<file path="src/rtl/cmd_reg_bank.sv">
// Command-bus register bank: decodes one base window, commits accesses on the
// second pipeline edge and returns a fixed two-cycle acknowledge with read data.
module cmd_reg_bank #(
  parameter int unsigned          ADDR_BITS  = 20,
  parameter logic [ADDR_BITS-1:0] BASE_ADDR  = '0,
  parameter logic [31:0]          ID_VALUE   = 32'h0000_0000,
  parameter logic [31:0]          CTRL_RESET = 32'h0000_0000,
  parameter logic [31:0]          ERR_VALUE  = 32'hDEAD_BEEF
) (
  input  logic                 i_sys_clk,
  input  logic                 i_arst_n,
  input  logic                 i_cmd_sel,
  input  logic                 i_cmd_rd_wr_n,
  input  logic [ADDR_BITS-1:0] i_cmd_addr,
  input  logic [31:0]          i_cmd_wdata,
  output logic                 o_cmd_ack,
  output logic [31:0]          o_cmd_rdata,
  output logic [31:0]          o_ctrl,
  output logic [31:0]          o_pulse,
  input  logic [31:0]          i_status,
  input  logic [31:0]          i_sticky_set
);

  localparam int unsigned DATA_W = 32;
  localparam int unsigned OFF_W  = 4;

  localparam logic [OFF_W-1:0] OFF_ID      = OFF_W'(0);
  localparam logic [OFF_W-1:0] OFF_SCRATCH = OFF_W'(1);
  localparam logic [OFF_W-1:0] OFF_CTRL    = OFF_W'(2);
  localparam logic [OFF_W-1:0] OFF_PULSE   = OFF_W'(3);
  localparam logic [OFF_W-1:0] OFF_STATUS  = OFF_W'(4);
  localparam logic [OFF_W-1:0] OFF_STICKY  = OFF_W'(5);
  localparam logic [OFF_W-1:0] OFF_CMD_CNT = OFF_W'(6);

  typedef struct packed {
    logic              rd;
    logic [OFF_W-1:0]  off;
    logic [DATA_W-1:0] wdata;
  } cmd_t;

  logic              s1_vld_q,  s1_vld_d;
  cmd_t              s1_q,      s1_d;
  logic              ack_q,     ack_d;
  logic [DATA_W-1:0] rdata_q,   rdata_d;
  logic [DATA_W-1:0] pulse_q,   pulse_d;
  logic [DATA_W-1:0] ctrl_q,    ctrl_d;
  logic [DATA_W-1:0] scratch_q, scratch_d;
  logic [DATA_W-1:0] sticky_q,  sticky_d;
  logic [DATA_W-1:0] cnt_q,     cnt_d;
  logic              hit;
  logic              wr_commit;

  // S1 capture of matched strobes; commit of S1 into architectural state.
  always_comb begin
    hit       = (i_cmd_addr[ADDR_BITS-1:OFF_W] == BASE_ADDR[ADDR_BITS-1:OFF_W]);
    s1_vld_d  = i_cmd_sel && hit;
    s1_d      = '{rd: i_cmd_rd_wr_n, off: i_cmd_addr[OFF_W-1:0], wdata: i_cmd_wdata};
    wr_commit = s1_vld_q && !s1_q.rd;

    ack_d     = s1_vld_q;
    rdata_d   = '0;
    pulse_d   = '0;
    ctrl_d    = ctrl_q;
    scratch_d = scratch_q;
    sticky_d  = sticky_q;
    cnt_d     = cnt_q;

    if (wr_commit) begin
      case (s1_q.off)
        OFF_SCRATCH: scratch_d = s1_q.wdata;
        OFF_CTRL:    ctrl_d    = s1_q.wdata;
        OFF_PULSE:   pulse_d   = s1_q.wdata;
        OFF_STICKY:  sticky_d  = sticky_q & ~s1_q.wdata;
        default:     ;
      endcase
    end
    // Set is applied after the clear so a coincident set wins.
    sticky_d = sticky_d | i_sticky_set;

    if (s1_vld_q) begin
      cnt_d = cnt_q + DATA_W'(1);
      if (s1_q.rd) begin
        case (s1_q.off)
          OFF_ID:      rdata_d = ID_VALUE;
          OFF_SCRATCH: rdata_d = scratch_q;
          OFF_CTRL:    rdata_d = ctrl_q;
          OFF_PULSE:   rdata_d = '0;
          OFF_STATUS:  rdata_d = i_status;
          OFF_STICKY:  rdata_d = sticky_q | i_sticky_set;
          OFF_CMD_CNT: rdata_d = cnt_q;
          default:     rdata_d = ERR_VALUE;
        endcase
      end
    end
  end

  always_ff @(posedge i_sys_clk or negedge i_arst_n) begin
    if (!i_arst_n) begin
      s1_vld_q  <= 1'b0;
      s1_q      <= '0;
      ack_q     <= 1'b0;
      rdata_q   <= '0;
      pulse_q   <= '0;
      ctrl_q    <= CTRL_RESET;
      scratch_q <= '0;
      sticky_q  <= '0;
      cnt_q     <= '0;
    end else begin
      s1_vld_q  <= s1_vld_d;
      s1_q      <= s1_d;
      ack_q     <= ack_d;
      rdata_q   <= rdata_d;
      pulse_q   <= pulse_d;
      ctrl_q    <= ctrl_d;
      scratch_q <= scratch_d;
      sticky_q  <= sticky_d;
      cnt_q     <= cnt_d;
    end
  end

  assign o_cmd_ack   = ack_q;
  assign o_cmd_rdata = rdata_q;
  assign o_ctrl      = ctrl_q;
  assign o_pulse     = pulse_q;

endmodule
</file>
<file path="config.mk">
export PLATFORM = sky130hd
export DESIGN_NAME = cmd_reg_bank
export DESIGN_NICKNAME = d
export VERILOG_FILES = /design/src/rtl/cmd_reg_bank.sv
export SDC_FILE = /design/constraint.sdc
export NUM_CORES = 1
export LEC_CHECK = 0
export ABC_AREA = 1
export BUFFER_PORTS_ARGS = -buffer_cell sky130_fd_sc_hd__buf_4
export CAP_MARGIN = 5
export CORE_ASPECT_RATIO = 1.2
export CORE_MARGIN = 2
export CORE_UTILIZATION = 54
export DETAILED_ROUTE_END_ITERATION = 10
export GPL_ROUTABILITY_DRIVEN = 0
export PLACE_DENSITY = 0.8
export SKIP_LAST_GASP = 1
export SLEW_MARGIN = 5
export SYNTH_ARGS = -nofsm -noshare
export SYNTH_HDL_FRONTEND = slang
export SYNTH_SLANG_ARGS = --single-unit
</file>
<file path="constraint.sdc">
create_clock -name i_sys_clk -period 1.5 [get_ports i_sys_clk]
set_input_delay 0.3 -clock i_sys_clk [delete_from_list [all_inputs] [get_ports i_sys_clk]]
set_output_delay 0.3 -clock i_sys_clk [all_outputs]
set_load 0.01 [all_outputs]
</file>
Word-level counts from Yosys, hierarchy flattened
Index checks and enable logic that the tools add are counted.

Register bits: 231. Latch bits: 0. Bits in writable memories: 0. ROM bits: 0. Word-level logic and storage cells: 37. Memories kept: 0.

$add $sub $neg: 1. Multiply operators: 0. Divide/modulo/power cells: 0. $lt $le $gt $ge: 0. Equality and inequality tests: 6. Shifts and indexed selects: 0. Muxes and demuxes: 7. Bitwise logic cells: 4. Reduce and logical (&&, ||, !) cells: 8.

Operators by type and width (number): two-way mux 32 bit (6); case mux 32 bit (6 select lines) (1); OR 32 bit (2); adder 32 x 1 -> 32 bit (second input constant) (1); AND 32 bit (1); NOT 32 bit (1); zero test 16 bit (1); equality test 4 x 3 -> 1 bit (second input constant) (3); equality test 4 x 2 -> 1 bit (second input constant) (2); equality test 4 x 1 -> 1 bit (second input constant) (1); zero test 4 bit (1); AND reduction 2 bit (2); logical AND 1 bit (2); OR reduction 2 bit (1); zero test 1 bit (1).

Logic depth before layout (Yosys ltp)
Depth after elaboration: 5. Depth in mapped cells: 10.

Worst setup path before layout
OpenSTA, ideal clock, no wires.

Path type: register to register. Start point: register cnt_q[0]. End point: register cnt_q[28]. Arrival time: 1.206 ns. Path slack: 0.178 ns. Cell stages (with the launch flop): 9. Buffers on the path: 0. Period minus slack after synthesis: 1.322 ns. Path through: dfrtp_1 -> ha_1 -> nand2_1 -> nor2_2 -> nand2_1 -> nor2_2 -> nand4_1 -> nand2_1 -> nand2_1.

Cells in the longest elaborated chain, start to end: 1.

Ends and longest elaborated chain: start: declaration (RTL line 49) `logic [DATA_W-1:0] cnt_q, cnt_d;`; start signal: assignment (RTL line 117) `cnt_q <= cnt_d;`; adder 32 x 1 -> 32 bit (RTL line 81) `cnt_d = cnt_q + DATA_W'(1);`.

Every way passes these cells. A chain may end at the register's enable or synchronous reset.

Worst setup path after layout
Start point: register s1_q[34] in the netlist's numbering. End point: register rdata_q[14], in the netlist o_cmd_rdata[14].

Cells in the longest elaborated chain, start to end: 5. Elaborated cells between the ends (all ways): 11. Those cells by class: 6 x eq/ne; 3 x mux; 2 x reduce/logical.

Ends and longest elaborated chain: start: declaration (RTL line 42) `cmd_t s1_q, s1_d;`; start signal: assignment (RTL line 100) `s1_q <= '0;`; start signal: assignment (RTL line 110) `s1_q <= s1_d;`; equality test 4 x 2 -> 1 bit / zero test 4 bit (equally long branches) (RTL line 83) `case (s1_q.off)`; OR reduction 2 bit (no line); case mux 32 bit (6 select lines) * (RTL line 83); two-way mux 32 bit * (RTL line 82) `if (s1_q.rd) begin`; two-way mux 32 bit * (RTL line 80) `if (s1_vld_q) begin`; via rdata_d[14] (RTL line 44) `logic [DATA_W-1:0] rdata_q, rdata_d;`; end signal: assignment (RTL line 112) `rdata_q <= rdata_d;`; end: declaration (RTL line 44).

Mark *: on every way through the listed nets, which the timed path passes. The rest lies on a longest branch.

==> flow_summary.ini <==
[pwr]
cellLeakagePower_uw = 0.006848
p_per_area_nw_per_um2 = 950.3
ir_drop_mv = 1.110

[route]
dr.pass1.iters = 6
detail-route-antenna-nets = 0
wl_per_cell_um = 19.93
post-route-drc-count = 0
drt-initial-drc-count = 1158
routed_wl_um = 33700
vias = 9735
via_per_inst = 5.757

[synth]
async_flop_share_pct = 100.0
ys_types = 28
synth_edf_count = 0
ys_seq_area_share_pct = 58.61
syn_inst = 1127
yosysTopAreaCellShare_pct = 58.61
syn_area_per_cell_um2 = 8.752
syn_nets = 1248
synth-main-ff-cell = dfrtp_1
synth.cell_area_um2 = 9863
synth_area_leaders = dfrtp_1, nand2_1, nand3_1, nor2_1, inv_1
yosysTopAreaCell = dfrtp_1
synth_warnings = 0
synth_seq_cells = 231

[sta]
finalCritPeriodShare_pct = 107.5
setup_violations = 17
relSlewSlack_pct = 69.15
fin_ws_ns = -0.1123
finalMaxSlewViolations = 0
finalHoldViolations = 0
fin_crit_ns = 1.612
fmax_mhz = 620.2
whs_ns = 0.02805
skew_ns = 0.01936
tightest_slew_ns = 0.4627
rsz0062_at_grt = yes

[clock_tree]
cts_sinks = 231
cts-root-buf = clkbuf_16
cts_buffers = 23
clk_path_buf_depth = 3
tritoncts = done
htreeDepth = 1
clk_latency_ns = 0.52
clkTransAtPathRegs_ns = 0.07

[die]
die_x_um = 127.4
coreArea_um2 = 18040
start_util_pct = 54.67
die_h_um = 152.1
die_area_um2 = 19370
rows = 54
io_pins = 217

[global_routing]
grt_max_degree = 57
grt_pass1_wl_um = 49250
first_global_vias = 9424
grtUsageTotal_pct = 32.14
grt_overflow_total = 0
antenna_found_initial = 1

[final_layout]
final_cell_mix = buf_4, nand2_1, dfrtp_1, nor2_1, inv_1
diodes = 0
final_util_pct = 77.89
layout_commonest_cell = buf_4
final_nets = 1572
syn2layout_area_growth_pct = 42.46
drive_above_1_share_pct = 30.95
fill_cells = 1109

[outcome]
status = finished, violations left
violations = negative setup slack

[placed_design]
io_buffers = 216
dpl.hpwl_um = 21430

[flow_run]
drv_cap = 0

[critical_path]
critical-path-top-delay-family = simple AND/OR/NAND/NOR gates
critPathBufInv = 3
cp_max_fo = 18
crit_path_end_kind = flop
critPathSlowestCell = dfrtp_2
required_ns = 1.92
start_kind = flop
cp_cell_sequence = inv_2 -> nor2_4 -> buf_12 -> nand2_1 -> inv_4 -> nand2_1 -> nand3_1 -> nor2_1 -> nor2_1
critPathArrivalTime_ns = 2.03
critPathMaxStageDelay_ns = 0.41
worstSetupPathType = reg -> reg

[min_path]
holdCritPathClass = in -> reg
tightest hold or removal path, delay by kind of cell:
| family | cells | cell delay, ns |
|---|---|---|
| buffers and inverters | 2 | 0.11 |
| AND/OR/NAND/NOR | 2 | 0.10 |
through the flow:
stage          instances   TNS, ns  total power (µW)  setup slack (ns)  cell area [µm²]
6_report            1691   -0.4493             13350           -0.1123            14050
5_1_grt             1691    -1.854             13720           -0.1185            14050
4_1_cts             1676  -0.02789             13220          -0.01255            13480
3_5_place_dp        1591  -0.09115              7235          -0.02787            12240
3_3_place_gp        1591  -0.02127              7220          -0.02127            12240
2_1_floorplan       1127         0              6653            0.1775             9863
final timing paths:
kind,slack (ns),depth (start not counted),startpoint,endpoint
hold reg to reg,0.47,0,ack_d,o_cmd_ack
hold / removal,0.03,4,i_cmd_addr[18],ack_d
setup / recovery,-0.11,9,s1_q[34],o_cmd_rdata[14]
max in group asynchronous,0.57,3,i_arst_n,cnt_q[2]
setup reg to reg,-0.11,9,s1_q[34],o_cmd_rdata[14]
min in group asynchronous,0.29,2,i_arst_n,o_pulse[5]
state kept, by name, indices dropped and copies added (netlist names):
name	cells
ack_d	1
cnt_q	32
o_cmd_ack	1
o_cmd_rdata	32
o_ctrl	32
o_pulse	32
s1_q	37
scratch_q	32
sticky_q	32
synthesized netlist by cell type (5+ instances only):
cell type / instances
a21oi_1: 56
buf_2: 23
buf_4: 5
buf_6: 8
clkbuf_1: 13
dfrtp_1: 231
inv_1: 96
inv_2: 6
nand2_1: 248
nand3_1: 108
nand4_1: 14
nor2_1: 112
nor2_2: 7
nor3_1: 65
o21ai_0: 61
o21ai_1: 36
xnor2_1: 6
xor2_1: 10
logic make-up after synthesis:
group,after synthesis,share of synthesized area [%]
adder cells (fa/ha/maj),1,0.1268
AO/OA/AOI/OAI,154,7.827
buffers and inverters,155,6.990
XOR/XNOR,16,1.421
AND/OR/NAND/NOR,570,25.03
flip-flops,231,58.61
power by group:
group | switching (µW) | internal, µW | total (µW)
logic | 555 | 472 | 1030
registers | 24.9 | 6280 | 6300
clock network | 2490 | 3530 | 6020
total | 3070 | 10300 | 13400
layout make-up:
cell class,count,area [µm²],area share (%)
clock buffers,28,634.4,4.515
clock inverters,13,150.1,1.069
inverters,102,397.9,2.832
multi-input cells,741,3726,26.52
flip-flops and latches,231,5791,41.21
well taps,224,280.3,1.995
repair buffers,352,3072,21.86
repair_timing:
action / CTS / global route
pin swaps: 2 / 32
buffers inserted: 5 / 10
hold endpoints to repair: 86 / 0
cloned: 0 / 5
gates resized for setup: 11 / 115
hold buffers: 39 / 0
endpoints found under the setup margin: 57 / 152
layer usage:
layer	GRT usage, %	part of all wire [%]	wire [µm]	vias up
met1	41.96	36	12040	4630
met2	53.43	49	16630	648
met3	6.056	9.3	3130	164
met5	0	0.045	15	-
met4	12.45	5.6	1874	2
li1	-	-	-	4291
(Power assumes the default switching activity.)
